File: config.mk
export PLATFORM = sky130hd
export DESIGN_NAME = gpio_rate_counter_flat
export DESIGN_NICKNAME = d
export VERILOG_FILES = /design/src/rtl/gpio_rate_counter_if.sv /design/src/rtl/gpio_rate_counter.sv /design/src/flat_wrapper.sv
export SDC_FILE = /design/constraint.sdc
export NUM_CORES = 1
export LEC_CHECK = 0
export CAP_MARGIN = 15
export CORE_UTILIZATION = 30
export DETAILED_ROUTE_END_ITERATION = 7
export GPL_ROUTABILITY_DRIVEN = 0
export PLACE_DENSITY = 0.58
export SLEW_MARGIN = 20
export SYNTH_ARGS = -nofsm -noshare
export SYNTH_HDL_FRONTEND = slang
export SYNTH_SLANG_ARGS = --single-unit
File: constraint.sdc
create_clock -name clk -period 6.1 [get_ports clk]
set_input_delay 1.22 -clock clk [delete_from_list [all_inputs] [get_ports clk]]
set_output_delay 1.22 -clock clk [all_outputs]
set_load 0.05 [all_outputs]
File: src/rtl/gpio_rate_counter_if.sv
// Control and status bundle for gpio_rate_counter.
// Controls are sampled on every rising clk edge; status outputs are registered and valid every cycle.
interface gpio_rate_counter_if #(
  parameter int WIDTH  = 20,
  parameter int WRAP_W = 16
);
  logic              en;
  logic              clr;
  logic              load;
  logic [WIDTH-1:0]  load_val;
  logic              dir;
  logic              one_shot;
  logic [WIDTH-1:0]  data;
  logic              tc;
  logic              running;
  logic [WRAP_W-1:0] wrap_cnt;
  logic              dbg_state;

  modport master (
    output en, clr, load, load_val, dir, one_shot,
    input  data, tc, running, wrap_cnt, dbg_state
  );

  modport slave (
    input  en, clr, load, load_val, dir, one_shot,
    output data, tc, running, wrap_cnt, dbg_state
  );
endinterface

File: src/rtl/gpio_rate_counter.sv
// Prescaled up/down modulo counter with load, clear, one-shot stop,
// terminal-count pulse and saturating wrap statistics.
module gpio_rate_counter #(
  parameter int WIDTH    = 20,
  parameter int MODULUS  = 1000000,
  parameter int PRESCALE = 1,
  parameter int WRAP_W   = 16
) (
  input  logic                clk,
  input  logic                reset,
  gpio_rate_counter_if.slave  bus
);

  localparam int PW = (PRESCALE > 1) ? $clog2(PRESCALE) : 1;
  localparam logic [WIDTH-1:0] MAX_VAL  = WIDTH'(MODULUS - 1);
  localparam logic [PW-1:0]    PRE_LAST = PW'(PRESCALE - 1);

  typedef enum logic {
    ST_RUN  = 1'b0,
    ST_DONE = 1'b1
  } state_t;

  state_t            r_state, w_state_nxt;
  logic [WIDTH-1:0]  r_data, w_data_nxt;
  logic [PW-1:0]     r_presc, w_presc_nxt;
  logic              r_tc, w_tc_nxt;
  logic [WRAP_W-1:0] r_wrap, w_wrap_nxt;
  logic [WIDTH-1:0]  w_load_clamped;
  logic              w_terminal;

  // Load values above the top of the range are pinned to MODULUS-1.
  assign w_load_clamped = (bus.load_val > MAX_VAL) ? MAX_VAL : bus.load_val;
  assign w_terminal     = bus.dir ? (r_data == MAX_VAL) : (r_data == '0);

  always_ff @(posedge clk or negedge reset) begin
    if (!reset) begin
      r_state <= ST_RUN;
      r_data  <= '0;
      r_presc <= '0;
      r_tc    <= 1'b0;
      r_wrap  <= '0;
    end else begin
      r_state <= w_state_nxt;
      r_data  <= w_data_nxt;
      r_presc <= w_presc_nxt;
      r_tc    <= w_tc_nxt;
      r_wrap  <= w_wrap_nxt;
    end
  end

  always_comb begin
    w_state_nxt = r_state;
    w_data_nxt  = r_data;
    w_presc_nxt = r_presc;
    w_tc_nxt    = 1'b0;
    w_wrap_nxt  = r_wrap;
    if (bus.clr) begin
      w_state_nxt = ST_RUN;
      w_data_nxt  = '0;
      w_presc_nxt = '0;
      w_wrap_nxt  = '0;
    end else if (bus.load) begin
      w_state_nxt = ST_RUN;
      w_data_nxt  = w_load_clamped;
      w_presc_nxt = '0;
    end else if (bus.en && (r_state == ST_RUN)) begin
      if (r_presc == PRE_LAST) begin
        w_presc_nxt = '0;
        if (w_terminal) begin
          w_tc_nxt = 1'b1;
          if (!(&r_wrap)) begin
            w_wrap_nxt = r_wrap + WRAP_W'(1);
          end
          // One-shot parks on the terminal value; free-run wraps to the opposite end.
          if (bus.one_shot) begin
            w_state_nxt = ST_DONE;
          end else begin
            w_data_nxt = bus.dir ? '0 : MAX_VAL;
          end
        end else begin
          w_data_nxt = bus.dir ? (r_data + WIDTH'(1)) : (r_data - WIDTH'(1));
        end
      end else begin
        w_presc_nxt = r_presc + PW'(1);
      end
    end
  end

  assign bus.data      = r_data;
  assign bus.tc        = r_tc;
  assign bus.running   = (r_state == ST_RUN);
  assign bus.wrap_cnt  = r_wrap;
  assign bus.dbg_state = r_state;

endmodule
File: src/flat_wrapper.sv
// flat-port wrapper written by rule: the top's interface ports become plain ports
module gpio_rate_counter_flat 
#(
  parameter int WIDTH    = 20,
  parameter int MODULUS  = 1000000,
  parameter int PRESCALE = 1,
  parameter int WRAP_W   = 16
)
  (clk, reset, bus_en, bus_clr, bus_load, bus_load_val, bus_dir, bus_one_shot, bus_data, bus_tc, bus_running, bus_wrap_cnt, bus_dbg_state);
  gpio_rate_counter_if #(.WIDTH(WIDTH), .WRAP_W(WRAP_W)) bus_i ();
  input  logic clk;
  input  logic reset;
  input wire logic [$bits(bus_i.en)-1:0] bus_en;
  input wire logic [$bits(bus_i.clr)-1:0] bus_clr;
  input wire logic [$bits(bus_i.load)-1:0] bus_load;
  input wire logic [$bits(bus_i.load_val)-1:0] bus_load_val;
  input wire logic [$bits(bus_i.dir)-1:0] bus_dir;
  input wire logic [$bits(bus_i.one_shot)-1:0] bus_one_shot;
  output wire logic [$bits(bus_i.data)-1:0] bus_data;
  output wire logic [$bits(bus_i.tc)-1:0] bus_tc;
  output wire logic [$bits(bus_i.running)-1:0] bus_running;
  output wire logic [$bits(bus_i.wrap_cnt)-1:0] bus_wrap_cnt;
  output wire logic [$bits(bus_i.dbg_state)-1:0] bus_dbg_state;
  assign bus_i.en = bus_en;
  assign bus_i.clr = bus_clr;
  assign bus_i.load = bus_load;
  assign bus_i.load_val = bus_load_val;
  assign bus_i.dir = bus_dir;
  assign bus_i.one_shot = bus_one_shot;
  assign bus_data = bus_i.data;
  assign bus_tc = bus_i.tc;
  assign bus_running = bus_i.running;
  assign bus_wrap_cnt = bus_i.wrap_cnt;
  assign bus_dbg_state = bus_i.dbg_state;
  gpio_rate_counter #(.WIDTH(WIDTH), .MODULUS(MODULUS), .PRESCALE(PRESCALE), .WRAP_W(WRAP_W)) u_core (.clk(clk), .reset(reset), .bus(bus_i));
endmodule
==> impl_results.md <==
- Seq pwr share: 33.8%
- Reg-to-Reg Start: u_core.bus.data[10]
- R2R Path End: u_core.bus.data[18]
- MaxCap Viol Count: 0
- Worst clock skew: around 0.014 ns
- Crit end category: register
- Worst slew pin tran: slightly above 0.9 ns
- Crit path launch: bus_dir
- Die Span Y: 104 um
- #FFs+latches synth: 38
- CTS HTree Levels: 2
- Sequential area share after synthesis: between 30% and 40%
- DIE WIDTH: approximately 100 um
- Vias in the first global route: between 2000 and 3000
- Fin Setup TNS: 0 ns
- CTS Buf Count: 5
- Post-DP HPWL: approximately 6900 um
- LEAKAGE: between 1.5 and 2 nW
- CTS Buffer Depth: 2
- Register-to-Register Path Depth: 8
- Core ar.: 0.00995 sq mm
- WS Path Type: input pin to register
- Layout Nets: slightly below 500
- Synth Cell Area: about 0.0031 sq mm
- RSZ-0062 raised after global routing: false
- Starting DRT DRC Count: 255
- Final-report hold violation count: 0
- Commonest non-fill, non-tap cell in the layout: clkdlybuf4s50_1
- CP required: 6.28 ns
- IO Count: 66
- Rows: 36
- Crit share post-route: 66.7%
- Max-slew violation count: 0
- Synth warn: 0
- Pre-antenna DRT Iters: 5
- Drt drc: 0
- Area grow syn2layout: 27.2%
- Port Buffers: 65
- Critical path's slowest cell: inv_1
- Clk pwr share: 20.1%
- P_int: about 0.00053 W
- Final setup violation count: 0
- First-pass GRT wire length: around 15000 um
- Largest net degree at the start of global routing: 39
- Post-CTS Resized: 0
- Class of the worst hold path: register to register
- VDD IR-drop max: 99.3 uV
- Post-layout min period: roughly 4.1 ns
- Reg2reg setup slack: 3.49 ns
- Starting density of the core: 31.4%
- Switching share of power: between 40% and 50%
- Final wirelength: 9070 um
- Switching Power: between 0.0004 and 0.0005 W
- # clock sinks: 38
- Hold-fix buffers, CTS: 0
- Clock-pin slew on the worst setup and hold paths: 0.09 ns
- Fill cells: around 1000
- Post-synthesis async set-or-reset flop share: 100%
- Clk Latency, worst-skew pair: 0.30 ns
- Clock tree from TritonCTS: built
- CP Launch Type: input pin
- Distinct cells, synth: 63
- Setup crit end: u_core.bus.data[13]
- Post-CTS setup buffer count: 0
- Synthesized instance count: about 380
- DR vias/cell: about 5.3
- Status: finished, final reports clean
- Initial antenna violation count: 0
- Via count: just over 3000
- Total Die Area: approximately 0.011 sq mm
- Avg Cell Area, Syn: 8.28 sq um
- Post-synth EDFFs: 0
- Antenna-violating nets left: 0
- CP cell instances: clkdlybuf4s50_1 -> inv_1 -> ha_1 -> a211oi_1 -> o21ai_0 -> a32oi_1 -> o21ai_0 -> xor2_1 -> a22oi_1 -> a21oi_1
- Diodes inserted: 0
- Combinational Power Share: a little under half
- Wire per inst: ~16 um
- Power Density: ~230 mW/mm^2
- Share of cells above drive strength 1: ~6.8%
- Most used cell, CP: o21ai_0
- Commonest cells after routing, fill and taps aside: clkdlybuf4s50_1 (64), nor2_1 (50), dfrtp_1 (38), o21ai_0 (31), a21oi_1 (28)
- Gr usage total: between 10% and 20%
- Root Driver: clkbuf_8
- Slowest cell delay on critical path: about 0.56 ns
- Fmax achieved: roughly 250 MHz
- Final core utilization: approximately two fifths
- Syn_nets: between 400 and 500
- Rel. slew slack: about two fifths
- WP data arrival: ~4.3 ns
- Top FF cell, synth: dfrtp_1
- Gr ovfl total: 0
- Critical path peak fanout: 19
stage by stage:
stage / power [W] / cell area (sq um) / setup WS [ns] / cells / hold WS [ns]
5_1_grt: 0.000996 / 3980 / 1.73 / 572 / 0.617
3_3_place_gp: 0.000746 / 3880 / 1.77 / 564 / 0.532
6_report: 0.000935 / 3980 / 2.03 / 572 / 0.565
3_5_place_dp: 0.000748 / 3880 / 1.70 / 564 / 0.548
4_1_cts: 0.000941 / 3980 / 2.01 / 572 / 0.570
2_1_floorplan: 0.000615 / 3130 / 2.73 / 378 / 0.804
layout make-up:
class	count	area [sq um]	share of cell area, %
clock buffers	6	82.6	2.07
clock inverters	2	12.5	0.314
inverters	15	57.6	1.45
multi-input cells	311	2050	51.5
flip-flops and latches	38	951	23.9
well taps	133	166	4.18
repair buffers	67	661	16.6
metal layers:
metal	share of wire (%)	track usage [%]	up-vias
li1	-	-	1507
met1	49	24.8	1446
met2	46	26.7	94
met3	4.7	2.44	6
met4	0.97	3.67	0
met5	0	0	-
Yosys cell counts, drive strengths merged, types with 3 or more instances:
| library cell | instances | area share, % |
|---|---|---|
| nor2 | 50 | 6.0 |
| dfrtp | 38 | 30 |
| o21ai | 31 | 5.0 |
| a21oi | 28 | 4.5 |
| nand2 | 23 | 3.0 |
| xor2 | 22 | 6.2 |
| ha | 19 | 7.6 |
| nand4 | 16 | 3.4 |
| a31oi | 14 | 2.8 |
| inv | 14 | 1.7 |
| nand3 | 10 | 1.6 |
| xnor2 | 9 | 2.5 |
| clkbuf | 8 | 1.3 |
| a211oi | 6 | 1.4 |
| a22oi | 6 | 1.4 |
| buf | 6 | 1.2 |
| nor3 | 6 | 1.1 |
| nor4 | 6 | 2.4 |
| o211ai | 6 | 1.4 |
| o21a | 6 | 1.4 |
| a21o | 5 | 1.2 |
| and2 | 5 | 1.0 |
| and3 | 5 | 1.0 |
| nor2b | 5 | 1.0 |
| or2 | 4 | 0.88 |
| or3 | 4 | 1.0 |
| mux2i | 3 | 0.96 |
critical path, delay by kind of cell:
kind / cells / cell delay, ns
AOI/OAI and AO/OA: 6 / 1.41
xor gates and xnor gates: 1 / 0.17
adders and majority gates: 1 / 0.37
buffers and inverters: 2 / 1.08
power by group through the flow:
stage | combinational (W) | clock [W] | sequential (W)
floorplan | 0.000230 | 0 | 0.000385
global placement | 0.000425 | 0 | 0.000321
detailed placement | 0.000427 | 0 | 0.000321
CTS | 0.000430 | 0.000196 | 0.000316
global route | 0.000469 | 0.000206 | 0.000321
finish | 0.000431 | 0.000188 | 0.000316
state kept, by name, summed over array words and instances, names as in the netlist:
| name | count |
|---|---|
| u_core.bus.tc | 1 |
| u_core.bus.dbg_state | 1 |
| u_core.bus.data | 20 |
| u_core.bus.wrap_cnt | 16 |
worst min path at each step:
stage                                  startpoint                      end  slack [ns]  depth (start not counted)
after global placement       u_core.bus.dbg_state     u_core.bus.dbg_state        0.53                          2
final                     u_core.bus.wrap_cnt[11]  u_core.bus.wrap_cnt[11]        0.57                          2
after global routing       u_core.bus.wrap_cnt[1]   u_core.bus.wrap_cnt[1]        0.62                          2
after CTS                 u_core.bus.wrap_cnt[11]  u_core.bus.wrap_cnt[11]        0.57                          2
after detailed placement  u_core.bus.wrap_cnt[11]  u_core.bus.wrap_cnt[11]        0.55                          2
after floorplan            u_core.bus.wrap_cnt[6]   u_core.bus.wrap_cnt[6]        0.80                          2
logic make-up (layout without fill, tap and decap cells):
logic type | after synthesis | after routing | synth area share, %
mux | 3 | 3 | 0.960
xor+xnor | 31 | 31 | 8.68
simple gates | 142 | 142 | 24.4
fa+ha+maj | 20 | 20 | 8.24
buf+inv | 29 | 90 | 4.32
compound gates | 115 | 115 | 23.0
flops | 38 | 38 | 30.4
Note: power is estimated with default switching activity, not from simulation.
